$ cat src/rtl/mem_pkg.sv
// Shared definitions for the memory stage: datapath width, write-back
// select encodings, FSM state type and a small alignment helper.
package mem_pkg;

    localparam int XLEN = 32;

    // Write-back source select carried down from EX/MEM.
    localparam logic [1:0] WB_ALU = 2'd0;
    localparam logic [1:0] WB_MEM = 2'd1;
    localparam logic [1:0] WB_PC4 = 2'd2;
    localparam logic [1:0] WB_RSV = 2'd3;

    typedef enum logic {
        ST_IDLE   = 1'b0,
        ST_ACCESS = 1'b1
    } mem_state_t;

    // Word accesses only: any set bit in the low two address bits is a fault.
    function automatic logic addr_misaligned(input logic [1:0] lsb);
        return (lsb != 2'b00);
    endfunction

endpackage

$ cat src/rtl/memwb_reg.sv
// MEM/WB pipeline register. A bubble clears the write-back fields so the
// register file sees no write; bus_err is a one-cycle flag registered alongside.
module memwb_reg #(
    parameter int W = 32
) (
    input  logic         clk,
    input  logic         rst,
    input  logic         bubble,
    input  logic         err_in,
    input  logic         we_reg_in,
    input  logic [4:0]   rdst_id_in,
    input  logic [W-1:0] data_in,
    output logic         wb_we_reg,
    output logic [4:0]   wb_rdst_id,
    output logic [W-1:0] wb_data,
    output logic         bus_err
);

    // Register the write-back fields, or a bubble, every cycle.
    always_ff @(posedge clk) begin
        if (rst) begin
            wb_we_reg  <= 1'b0;
            wb_rdst_id <= 5'd0;
            wb_data    <= {W{1'b0}};
            bus_err    <= 1'b0;
        end else if (bubble) begin
            wb_we_reg  <= 1'b0;
            wb_rdst_id <= 5'd0;
            wb_data    <= {W{1'b0}};
            bus_err    <= err_in;
        end else begin
            wb_we_reg  <= we_reg_in;
            wb_rdst_id <= rdst_id_in;
            wb_data    <= data_in;
            bus_err    <= err_in;
        end
    end

endmodule

$ cat src/rtl/mem_stage.sv
// Memory pipeline stage: issues data-memory requests for loads and stores,
// stalls the pipe while a request is outstanding, aborts on timeout or
// misalignment, and selects the write-back value.
module mem_stage
    import mem_pkg::*;
#(
    parameter int XLEN    = mem_pkg::XLEN,
    parameter int TIMEOUT = 16
) (
    input  logic            clk,
    input  logic            rst,
    input  logic            flush,
    input  logic [XLEN-1:0] mem_pc,
    input  logic [XLEN-1:0] mem_rd,
    input  logic [XLEN-1:0] mem_rs2,
    input  logic [4:0]      mem_rdst_id,
    input  logic            mem_we_reg,
    input  logic            mem_we_dmem,
    input  logic [1:0]      mem_wbsel,
    output logic            dmem_req,
    output logic            dmem_we,
    output logic [XLEN-1:0] dmem_addr,
    output logic [XLEN-1:0] dmem_wdata,
    input  logic            dmem_ack,
    input  logic [XLEN-1:0] dmem_rdata,
    output logic            stall,
    output logic            wb_we_reg,
    output logic [4:0]      wb_rdst_id,
    output logic [XLEN-1:0] wb_data,
    output logic            bus_err
);

    localparam int             CW       = (TIMEOUT > 2) ? $clog2(TIMEOUT) : 1;
    localparam logic [CW-1:0]  CNT_LAST = CW'(TIMEOUT - 1);
    localparam logic [CW-1:0]  CNT_ONE  = CW'(1);

    mem_state_t     state_r;
    logic [CW-1:0]  cnt_r;
    logic [4:0]     lat_rdst_r;
    logic [1:0]     lat_wbsel_r;

    logic            is_store_s;
    logic            is_load_s;
    logic            is_mem_s;
    logic            misal_s;
    logic            timeout_s;
    logic            start_s;
    logic            stall_s;
    logic [XLEN-1:0] alu_mux_s;
    logic            wb_bubble_s;
    logic            wb_err_s;
    logic            wb_we_s;
    logic [4:0]      wb_rdst_s;
    logic [XLEN-1:0] wb_data_s;

    // Classify the incoming instruction and decide whether a request starts.
    always_comb begin
        is_store_s = mem_we_dmem;
        is_load_s  = !mem_we_dmem && (mem_wbsel == WB_MEM) && mem_we_reg;
        is_mem_s   = is_store_s || is_load_s;
        misal_s    = addr_misaligned(mem_rd[1:0]);
        timeout_s  = (cnt_r == CNT_LAST);
        if ((state_r == ST_IDLE) && !flush && is_mem_s && !misal_s) begin
            start_s = 1'b1;
        end else begin
            start_s = 1'b0;
        end
    end

    // Stall holds upstream while a request is being launched or awaits ack.
    always_comb begin
        stall_s = 1'b0;
        if (rst) begin
            stall_s = 1'b0;
        end else begin
            case (state_r)
                ST_IDLE:   stall_s = start_s;
                ST_ACCESS: stall_s = !dmem_ack && !timeout_s;
                default:   stall_s = 1'b0;
            endcase
        end
    end

    assign stall = stall_s;

    // Write-back source select for instructions completing straight from IDLE.
    always_comb begin
        alu_mux_s = {XLEN{1'b0}};
        case (mem_wbsel)
            WB_ALU:  alu_mux_s = mem_rd;
            WB_MEM:  alu_mux_s = {XLEN{1'b0}};
            WB_PC4:  alu_mux_s = mem_pc + XLEN'(4);
            WB_RSV:  alu_mux_s = {XLEN{1'b0}};
            default: alu_mux_s = {XLEN{1'b0}};
        endcase
    end

    // Next write-back contents: real result, plain bubble, or error bubble.
    always_comb begin
        wb_bubble_s = 1'b1;
        wb_err_s    = 1'b0;
        wb_we_s     = 1'b0;
        wb_rdst_s   = 5'd0;
        wb_data_s   = {XLEN{1'b0}};
        case (state_r)
            ST_IDLE: begin
                if (flush) begin
                    wb_bubble_s = 1'b1;
                end else if (is_mem_s) begin
                    wb_bubble_s = 1'b1;
                    wb_err_s    = misal_s;
                end else begin
                    wb_bubble_s = 1'b0;
                    wb_we_s     = mem_we_reg;
                    wb_rdst_s   = mem_rdst_id;
                    wb_data_s   = alu_mux_s;
                end
            end
            ST_ACCESS: begin
                if (dmem_ack) begin
                    wb_bubble_s = 1'b0;
                    wb_rdst_s   = lat_rdst_r;
                    if (!dmem_we && (lat_wbsel_r == WB_MEM)) begin
                        wb_we_s   = 1'b1;
                        wb_data_s = dmem_rdata;
                    end else begin
                        wb_we_s   = 1'b0;
                        wb_data_s = {XLEN{1'b0}};
                    end
                end else if (timeout_s) begin
                    wb_bubble_s = 1'b1;
                    wb_err_s    = 1'b1;
                end else begin
                    wb_bubble_s = 1'b1;
                end
            end
            default: begin
                wb_bubble_s = 1'b1;
            end
        endcase
    end

    // Access FSM: latch the request on entry, hold it until ack or timeout.
    always_ff @(posedge clk) begin
        if (rst) begin
            state_r     <= ST_IDLE;
            cnt_r       <= {CW{1'b0}};
            dmem_req    <= 1'b0;
            dmem_we     <= 1'b0;
            dmem_addr   <= {XLEN{1'b0}};
            dmem_wdata  <= {XLEN{1'b0}};
            lat_rdst_r  <= 5'd0;
            lat_wbsel_r <= WB_ALU;
        end else begin
            case (state_r)
                ST_IDLE: begin
                    if (start_s) begin
                        state_r     <= ST_ACCESS;
                        cnt_r       <= {CW{1'b0}};
                        dmem_req    <= 1'b1;
                        dmem_we     <= is_store_s;
                        dmem_addr   <= mem_rd;
                        dmem_wdata  <= mem_rs2;
                        lat_rdst_r  <= mem_rdst_id;
                        lat_wbsel_r <= mem_wbsel;
                    end else begin
                        state_r <= ST_IDLE;
                    end
                end
                ST_ACCESS: begin
                    if (dmem_ack || timeout_s) begin
                        state_r  <= ST_IDLE;
                        cnt_r    <= {CW{1'b0}};
                        dmem_req <= 1'b0;
                        dmem_we  <= 1'b0;
                    end else begin
                        cnt_r <= cnt_r + CNT_ONE;
                    end
                end
                default: begin
                    state_r  <= ST_IDLE;
                    dmem_req <= 1'b0;
                    dmem_we  <= 1'b0;
                end
            endcase
        end
    end

    memwb_reg #(.W(XLEN)) u_memwb (
        .clk        (clk),
        .rst        (rst),
        .bubble     (wb_bubble_s),
        .err_in     (wb_err_s),
        .we_reg_in  (wb_we_s),
        .rdst_id_in (wb_rdst_s),
        .data_in    (wb_data_s),
        .wb_we_reg  (wb_we_reg),
        .wb_rdst_id (wb_rdst_id),
        .wb_data    (wb_data),
        .bus_err    (bus_err)
    );

endmodule

$ cat config.mk
export PLATFORM = sky130hd
export DESIGN_NAME = mem_stage
export DESIGN_NICKNAME = d
export VERILOG_FILES = /design/src/rtl/mem_pkg.sv /design/src/rtl/memwb_reg.sv /design/src/rtl/mem_stage.sv
export SDC_FILE = /design/constraint.sdc
export NUM_CORES = 1
export LEC_CHECK = 0
export CAP_MARGIN = 5
export CORE_MARGIN = 4
export CORE_UTILIZATION = 37
export CTS_CLUSTER_SIZE = 14
export DETAILED_ROUTE_END_ITERATION = 16
export GPL_ROUTABILITY_DRIVEN = 0
export PLACE_DENSITY = 0.77
export SYNTH_ARGS = -nofsm -noshare
export SYNTH_HDL_FRONTEND = slang
export SYNTH_SLANG_ARGS = --single-unit
$ cat constraint.sdc
create_clock -name clk -period 1.8 [get_ports clk]
set_input_delay 0.27 -clock clk [delete_from_list [all_inputs] [get_ports clk]]
set_output_delay 0.27 -clock clk [all_outputs]
set_load 0.03 [all_outputs]
==> results of run 1 <==
[worst max path at each step]
stage | from | endpoint | cells after the start
after floorplan | mem_pc[2] | u_memwb.wb_data[24]$_SDFF_PP0_ | 6
after global placement | mem_pc[2] | u_memwb.wb_data[24]$_SDFF_PP0_ | 7
after global routing | cnt_r[0]$_SDFFE_PP0P_ | stall | 6
after detailed placement | mem_pc[2] | u_memwb.wb_data[24]$_SDFF_PP0_ | 7
final | mem_wbsel[0] | stall | 7
after CTS | cnt_r[0]$_SDFFE_PP0P_ | stall | 6
[repair_timing]
| action | CTS | global route |
|---|---|---|
| pin swaps | 7 | 8 |
| endpoints found under the setup margin | 17 | 20 |
| gates cloned | 1 | 0 |
| buffers inserted | 2 | 5 |
| resized for setup | 35 | 13 |
| endpoints found under the hold margin | 0 | 0 |
[logic make-up (layout without fill, tap and decap cells)]
| kind of cell | count (synthesis) | count (layout) | share of synthesized area (%) |
|---|---|---|---|
| buffers and inverters | 51 | 401 | 4.434 |
| muxes | 3 | 3 | 0.5880 |
| AOI/OAI and AO/OA | 174 | 174 | 21.26 |
| and+or+nand+nor | 283 | 283 | 26.16 |
| xor gates and xnor gates | 7 | 7 | 1.200 |
| DFF | 117 | 117 | 45.86 |
| adders and majority gates | 2 | 2 | 0.4899 |
[per-stage QoR]
step                std cells  area (µm²)  utilization [%]  power [mW]
floorplan                 637        5126                -       3.051
global route             1163        9291            69.34       7.610
finish                   1163        9291            69.34       7.355
CTS                      1158        9210            68.73       7.419
global placement         1124        8501            63.44       3.716
detailed placement       1124        8501            63.44       3.722
[layout make-up]
class / count / area [µm²]
inverters: 8 / 30.03
well taps: 176 / 220.2
clock inverters: 9 / 175.2
multi-input cells: 469 / 2646
clock buffers: 22 / 464.2
repair buffers: 362 / 3408
flip-flops and latches: 117 / 2347
fillers: 1096 / 4109
[critical path, delay by kind of cell]
family / cells / cell delay (ns)
buffers and inverters: 3 / 0.54
AND/OR/NAND/NOR: 3 / 0.42
AO/OA/AOI/OAI: 1 / 0.28
[power breakdown]
group | total, mW | switching (mW) | internal (mW) | leakage [nW]
combinational | 1.02 | 0.472 | 0.544 | 2.13
clock | 3.67 | 1.16 | 2.51 | 0.306
sequential | 2.67 | 0.0231 | 2.65 | 0.948
[routing by layer]
layer,vias up,wire length (µm),global-route usage [%]
met5,-,0,0
met4,0,575,10.52
met3,38,2012,9.339
met2,272,9512,40.12
met1,2864,7889,28.26
li1,2968,-,-
[layout by cell type (no fill, tap or decap), drive strengths merged, types with 3 or more instances in the layout]
cell type,netlist,routed
clkdlybuf4s50,0,225
nand2,150,150
buf,9,118
dfxtp,117,117
a21oi,87,87
nor2,40,40
clkbuf,33,22
o211ai,18,18
a22oi,17,17
o21ai,16,16
nand3,15,15
dlygate4sd2,0,14
nor4,13,13
nand4,11,11
nor3,10,10
inv,8,8
or4,8,8
or3,7,7
xnor2,7,7
a31oi,6,6
a32oi,6,6
and3,6,6
nor3b,5,5
bufinv,0,5
nand2b,4,4
o311ai,4,4
dlymetal6s2s,0,4
or4b,3,3
a211oi,3,3
o2111ai,3,3
o221ai,3,3
mux2i,3,3
==> flow_summary.ini, run 1 <==
[synth]
yosysMostFrequentCell = nand2_1
synth_cell_type_count = 53
syn-instance-count = 637
synth_enable_flop_cells = 0
synth_seq_cells = 117
yosysWarnings = 0
netlist_top_cells_count = 150 x nand2_1, 117 x dfxtp_1, 87 x a21oi_1, 40 x nor2_1, 32 x clkbuf_1
synth_area_um2 = 5107
ys.flop_type = dfxtp_1
postSynthAreaPerCell_um2 = 8.018
synth_fp_nets = 780
synth_top_cell_area_share_pct = 45.86
synthTopCellsByArea = dfxtp_1 46%, nand2_1 11%, a21oi_1 8.5%
ys_seq_area_share_pct = 45.86
ys_async_sr_fraction_pct = 0
synth.largest_area_cell = dfxtp_1

[sta]
finalHoldViolCount = 0
finalSetupTns_ns = 0
tightest_slew_ns = 0.4543
timing_max_transition_violations_final = 0
final.period_utilization_pct = 98.97
period_needed_ns = 1.781
setup_viol = 0
rsz0062_at_grt = yes
worst_slack_ns = 0.01851
whs_ns = 0.1723
slew-limit-headroom_pct = 69.44
finClkSkew_ns = 0.004427
max_freq_ghz = 0.5613

[grt]
grt_pass1_wl_um = 30670
grt-ovfl-total = 0
grt_max_degree = 54
grt_pass1_vias = 5981
antenna_found_initial = 0
grt_use_total_pct = 24.37

[worst_setup_path]
crit_chain = dlygate4sd2_1 > buf_6 > and3b_2 > o211a_4 > nor2_4 > nor2_4 > buf_12
cp-end-kind = output port
critical_path_arrival_ns = 1.51
critical_path_required_ns = 1.53
reg2reg_setup_slack_ns = 0.09
cpPeakStageDelay_ns = 0.28
r2r_start = state_r$_SDFF_PP0_
crit_path_frequent_cell = nor2_4
worst_r2r_endpoint = u_memwb.wb_data[30]$_SDFF_PP0_
crit_fanout = 5
ff2ff_path_depth = 4
path_class = input port to output port
setup.worst_path.start_class = input port
cp_slowest_cell = o211a_4

[layout]
largestRegisters = dmem_addr (32), dmem_wdata (32), u_memwb.wb_data (32)
syn_to_final_growth_pct = 81.92
fin_nets = 1118
antenna_cells = 0
drive_above_1_share_pct = 17.63

[floorplan]
initial_core_util_pct = 38.11
placementRows = 42
dieArea_um2 = 15750
dieHeight_um = 125.5
chipWidth_um = 125.5
core_region_area_um2 = 13400
io-pin-count = 247

[clock_network]
clockBufferDepth = 2
hold_buffers = 0
clk_latency_ns = 0.41
cts_root_buf = clkbuf_16
cts_buffers = 17
h-tree-depth = 4
clkSinkCount = 117
cts_tree = done
clk_pin_slew_ns = 0.05

[detailed_routing]
routed_wirelength_um = 19990
drtAntennaViolNets = 0
drtIter0Drc = 489
via_per_inst = 5.281
drc = 0
wl_per_cell_um = 17.19
vias = 6142
first_pass_iters = 5

[worst_hold_path]
worstHoldPathCells = 2
hold_path_end = u_memwb.wb_data[30]$_SDFF_PP0_
worstHoldStart = rst
hp-class = input port to flop

[power_and_ir_drop]
ir_drop_mv = 0.5876
power_density_nw_per_um2 = 791.6
leakage_nw = 3.385

[placement]
dp_slack_ns = -0.6653
portBuffers = 246
dp.final_hpwl_um = 15170

[status]
outcome = finished clean

[flow_run]
maxCapViolCount = 0
Power figures use the tool's default switching activity.
==> run 2: changes to the inputs <==
SLEW_MARGIN = 20   (was default)
==> results of run 2 <==
Final layout, timing and power as in run 1 (identical DEF).
